**src/rtl/melody_sequencer.sv**
```systemverilog
// Melody ROM sequencer: walks packed note words and hands the tone generator a
// half-period and enable, timing beats, articulation gaps, rests, loop and stop.
module melody_sequencer #(
    parameter int BEAT_CYCLES = 12_500_000,
    parameter int GAP_CYCLES  = 500_000,
    parameter int ADDR_W      = 6
) (
    input  logic              clk,
    input  logic              rst,
    input  logic              play,
    input  logic              loop_en,
    output logic [ADDR_W-1:0] rom_addr,
    input  logic [11:0]       rom_data,
    output logic [17:0]       half_period,
    output logic              tone_en,
    output logic              note_strobe,
    output logic              busy,
    output logic              done
);

    typedef enum logic [2:0] {IDLE, LOAD, DECODE, PLAY, GAP} state_t;

    localparam int CNT_W = $clog2(15 * BEAT_CYCLES + 1);
    typedef logic [CNT_W-1:0] cnt_t;

    state_t            state_q, state_d;
    cnt_t              cnt_q, cnt_d;
    logic [ADDR_W-1:0] addr_q, addr_d;
    logic [17:0]       hp_q, hp_d;
    logic              tone_q, tone_d;
    logic              strobe_q, strobe_d;
    logic              busy_q, busy_d;
    logic              done_q, done_d;
    logic              at_end;

    logic [3:0] dur;
    logic [3:0] note;
    logic [1:0] oct;
    logic       unused_bits;

    assign dur         = rom_data[11:8];
    assign note        = rom_data[7:4];
    assign oct         = rom_data[3:2];
    assign unused_bits = ^rom_data[1:0];

    // Octave-4 half-periods at 100 MHz; higher octaves are right shifts of these.
    function automatic logic [17:0] base_period(input logic [3:0] n);
        case (n)
            4'd1:    return 18'd191113;
            4'd2:    return 18'd180388;
            4'd3:    return 18'd170262;
            4'd4:    return 18'd160706;
            4'd5:    return 18'd151685;
            4'd6:    return 18'd143173;
            4'd7:    return 18'd135137;
            4'd8:    return 18'd127553;
            4'd9:    return 18'd120394;
            4'd10:   return 18'd113636;
            4'd11:   return 18'd107258;
            4'd12:   return 18'd101238;
            default: return 18'd0;
        endcase
    endfunction

    always_comb begin
        state_d  = state_q;
        cnt_d    = cnt_q;
        addr_d   = addr_q;
        hp_d     = hp_q;
        tone_d   = tone_q;
        strobe_d = 1'b0;
        done_d   = 1'b0;
        at_end   = 1'b0;

        case (state_q)
            IDLE: begin
                addr_d = '0;
                tone_d = 1'b0;
                if (play) state_d = LOAD;
            end
            LOAD: state_d = DECODE;
            DECODE: begin
                if (dur == 4'd0) begin
                    at_end = 1'b1;
                end else begin
                    if (note >= 4'd1 && note <= 4'd12) begin
                        hp_d   = base_period(note) >> oct;
                        tone_d = 1'b1;
                    end else begin
                        tone_d = 1'b0;
                    end
                    strobe_d = 1'b1;
                    cnt_d    = cnt_t'(dur) * cnt_t'(BEAT_CYCLES) - cnt_t'(GAP_CYCLES) - cnt_t'(1);
                    state_d  = PLAY;
                end
            end
            PLAY: begin
                if (cnt_q == '0) begin
                    tone_d  = 1'b0;
                    cnt_d   = cnt_t'(GAP_CYCLES - 1);
                    state_d = GAP;
                end else begin
                    cnt_d = cnt_q - cnt_t'(1);
                end
            end
            GAP: begin
                if (cnt_q == '0) begin
                    if (addr_q == '1) begin
                        at_end = 1'b1;
                    end else begin
                        addr_d  = addr_q + ADDR_W'(1);
                        state_d = LOAD;
                    end
                end else begin
                    cnt_d = cnt_q - cnt_t'(1);
                end
            end
            default: state_d = IDLE;
        endcase

        // The last ROM word and the address wrap share one end-of-song path.
        if (at_end) begin
            addr_d = '0;
            if (loop_en) begin
                state_d = LOAD;
            end else begin
                done_d  = 1'b1;
                state_d = IDLE;
            end
        end

        if (!play) begin
            state_d  = IDLE;
            tone_d   = 1'b0;
            addr_d   = '0;
            strobe_d = 1'b0;
            done_d   = 1'b0;
        end

        busy_d = (state_d != IDLE);
    end

    always_ff @(posedge clk) begin
        if (rst) begin
            state_q  <= IDLE;
            cnt_q    <= '0;
            addr_q   <= '0;
            hp_q     <= '0;
            tone_q   <= 1'b0;
            strobe_q <= 1'b0;
            busy_q   <= 1'b0;
            done_q   <= 1'b0;
        end else begin
            state_q  <= state_d;
            cnt_q    <= cnt_d;
            addr_q   <= addr_d;
            hp_q     <= hp_d;
            tone_q   <= tone_d;
            strobe_q <= strobe_d;
            busy_q   <= busy_d;
            done_q   <= done_d;
        end
    end

    assign rom_addr    = addr_q;
    assign half_period = hp_q;
    assign tone_en     = tone_q;
    assign note_strobe = strobe_q;
    assign busy        = busy_q;
    assign done        = done_q;

endmodule

```
**config.mk**
```make
export PLATFORM = sky130hd
export DESIGN_NAME = melody_sequencer
export DESIGN_NICKNAME = d
export VERILOG_FILES = /design/src/rtl/melody_sequencer.sv
export SDC_FILE = /design/constraint.sdc
export NUM_CORES = 1
export LEC_CHECK = 0
export BUFFER_PORTS_ARGS = -buffer_cell sky130_fd_sc_hd__buf_4
export CAP_MARGIN = 20
export CORE_MARGIN = 4
export CORE_UTILIZATION = 44
export CTS_CLUSTER_DIAMETER = 50
export DETAILED_ROUTE_END_ITERATION = 10
export PLACE_DENSITY = 0.58
export SYNTH_ARGS = -nofsm -noshare
export SYNTH_HDL_FRONTEND = slang
export SYNTH_SLANG_ARGS = --single-unit
```
**constraint.sdc**
```tcl
create_clock -name clk -period 6.5 [get_ports clk]
set_clock_uncertainty 0.2 [all_clocks]
set_input_delay 1.95 -clock clk [delete_from_list [all_inputs] [get_ports clk]]
set_output_delay 1.95 -clock clk [all_outputs]
set_load 0.02 [all_outputs]
```
==> flow_summary.toml <==
[logic_synthesis]
synth_edf_count = 0
netlist_instances = 695
syn_nets = 759
synth_cell_type_count = 70
yosysTopAreaCell = "dfxtp_1"
synth_commonest_cells = "98 x nor2_1, 59 x dfxtp_1, 50 x nand2_1"
synth-async-reset-ratio_pct = 0
syn_area_per_cell_um2 = 7.58
ys_seq_area_share_pct = 22.4
syn_area_um2 = 5270
synth.top_cell.area_share_pct = 22.4
synth_area_leaders = "dfxtp_1 22%, ha_1 9.5%, nor2_1 7.0%, a21oi_1 4.5%, o21ai_0 3.6%"
synth.most_common_cell = "nor2_1"
synth_ff_type = "dfxtp_1"
synth-seq-cells = 59
yosys_warnings = 0

[global_routing]
grt_first_pass_wirelength_mm = 23.2
grt_max_degree = 50
first_global_vias = 4611
grt_usage_pct = 20.1
antenna_found_initial = 0
grt_overflow = 0

[worst_setup_path]
cp_max_fo = 7
crit_chain = "buf_4, fa_1, fa_1, inv_1, fa_1, nor2b_1, o31a_1, o2111ai_1, a211oi_1, nor4b_2, and4_1, and4_1, o32ai_1"
required_ns = 6.49
worst_path_most_repeated_cell = "fa_1"
cp_data_arrival_time_ns = 5.89
crit_path_end_kind = "flip-flop"
rr_startpoint = "cnt_q[11]$_SDFFE_PP0P_"
reg2reg_slack_ns = 2.78
cp_slowest_cell = "fa_1"
startpoint = "rom_data[9]"
slowest_delay_ns = 0.61
worstSetupStartpointType = "primary input"
path_class = "primary input to flip-flop"

[die]
die_x_um = 117
fp.coreArea_um2 = 11600
row_count = 39
dieArea_um2 = 13800
ioPinCount = 44
initial_core_util_pct = 45.6
die_y_um = 117

[cts]
cts-buffers-inserted = 9
clk_pin_slew_ns = 0.06
cts_root_buf = "clkbuf_16"
cts.hold.buffers_added = 0
clock_latency_ns = 0.33
cts_tree = "built"
clkSinkCount = 59
clockBufferDepth = 2
ctsResizeCount = 0
h-tree-depth = 3
cts_setup_buffers = 0

[placement]
port_buffers = 41
gp_congestion = 0.896
dp_worst_setup_slack_ns = 0.288
placed_area_um2 = 5610
dp_hpwl_mm = 10.4
dp.cells = 840

[layout]
finalNetCount = 772
fill_cells = 1109
stdcell_count = 856
diodes = 0
multi_input_area_um2 = 3800
fin_area_um2 = 5960
drive_above_1_share_pct = 11.8
area_delta_synth_final_pct = 13.1
seq_area_um2 = 1180

[routing]
routed-via-count = 5069
routedWlPerCell_um = 16.3
route.detailed.drc = 0
vias_per_cell = 5.92
drtPass1Iterations = 6
routed_wl_mm = 13.9
drt_iter0_markers = 449
ant_nets = 0

[min_path]
hold_start = "half_period[8]$_SDFFE_PP0P_"
hp-class = "flip-flop to flip-flop"

[sta]
slew_viol_final = 0
max_freq_mhz = 170
setup_violations = 0
finalSetupTns_ns = 0
max_slew.worst_pin.slew_ns = 0.887
setup_ws_ns = 0.602
relSlewSlack_pct = 40.8
rsz0062_at_grt = "false"
finalHoldViolCount = 0
period_share_pct = 90.7
fin_crit_ns = 5.90

[power_and_ir_drop]
fin_total_pwr_w = 0.00163
p_per_area_nw_per_um2 = 274
ir_drop_mv = 0.128
leakage_nw = 2.40

[run_status]
status = "complete, no violations"

[flow_run]
maxCapViolCount = 0
## critical path: cells and delay by family
family | cells | cell delay [ns]
AOI/OAI and AO/OA | 4 | 0.92
adders and majority gates | 3 | 1.63
buffers and inverters | 2 | 0.23
and+or+nand+nor | 4 | 1.14
## state kept, by name (all words and copies together), names as in the netlist
| name | count |
|---|---|
| cnt_q | 28 |
| half_period | 18 |
| state_q | 3 |
| tone_en | 1 |
| busy | 1 |
| done | 1 |
| rom_addr | 6 |
| note_strobe | 1 |
## power by group
part | switching (W) | leakage, nW | total (W) | internal, W
registers | 0.0000135 | 0.478 | 0.000389 | 0.000376
clock network | 0.000173 | 0.169 | 0.000558 | 0.000385
logic | 0.000413 | 1.75 | 0.000683 | 0.000270
## layout make-up
class | count | area share [%]
inverters | 28 | 1.76
multi-input cells | 565 | 63.9
flip-flops and latches | 59 | 19.8
clock inverters | 6 | 1.87
well taps | 143 | 3.00
clock buffers | 10 | 4.01
repair buffers | 45 | 5.67
## through the flow
step	hold WS, ns	utilization (%)
after global routing	0.284	51.5
after global placement	0.249	48.5
after floorplan	0.257	-
final	0.262	51.5
after detailed placement	0.260	48.5
after CTS	0.268	51.5
## logic make-up (layout without fill, tap and decap cells)
| group | count (synthesis) | in the layout | synth area share, % |
|---|---|---|---|
| xor gates and xnor gates | 31 | 31 | 5.15 |
| muxes | 18 | 18 | 4.04 |
| buffers and inverters | 71 | 89 | 5.60 |
| AOI/OAI and AO/OA | 207 | 207 | 26.1 |
| DFF | 59 | 59 | 22.4 |
| adders and majority gates | 48 | 48 | 12.5 |
| and+or+nand+nor | 261 | 261 | 24.2 |
## worst paths after layout
kind | to | depth (start not counted)
worst max-delay path | cnt_q[27]$_SDFFE_PP0P_ | 13
worst min-delay path | half_period[8]$_SDFFE_PP0P_ | 2
worst max register to register | cnt_q[24]$_SDFFE_PP0P_ | 7
worst min register to register | half_period[8]$_SDFFE_PP0P_ | 2
## routing by layer
layer  global-route usage [%]  share of wire [%]
met4                     5.43                1.1
met3                     3.13                5.1
met2                     31.7                 45
met5                        0                  0
met1                     28.6                 49
## cells in the final DEF (no fill, tap or decap), types with 15 or more instances in the layout
master | synthesis | final
inv_1 | 27 | 27
ha_1 | 40 | 40
dfxtp_1 | 59 | 59
nand2_1 | 50 | 50
nor2_1 | 98 | 98
xor2_1 | 16 | 16
buf_4 | 0 | 45
a211oi_1 | 22 | 22
nor3_1 | 28 | 28
o21ai_0 | 38 | 38
xnor2_1 | 15 | 15
a21oi_1 | 47 | 47
Note: power is estimated with default switching activity, not from simulation.
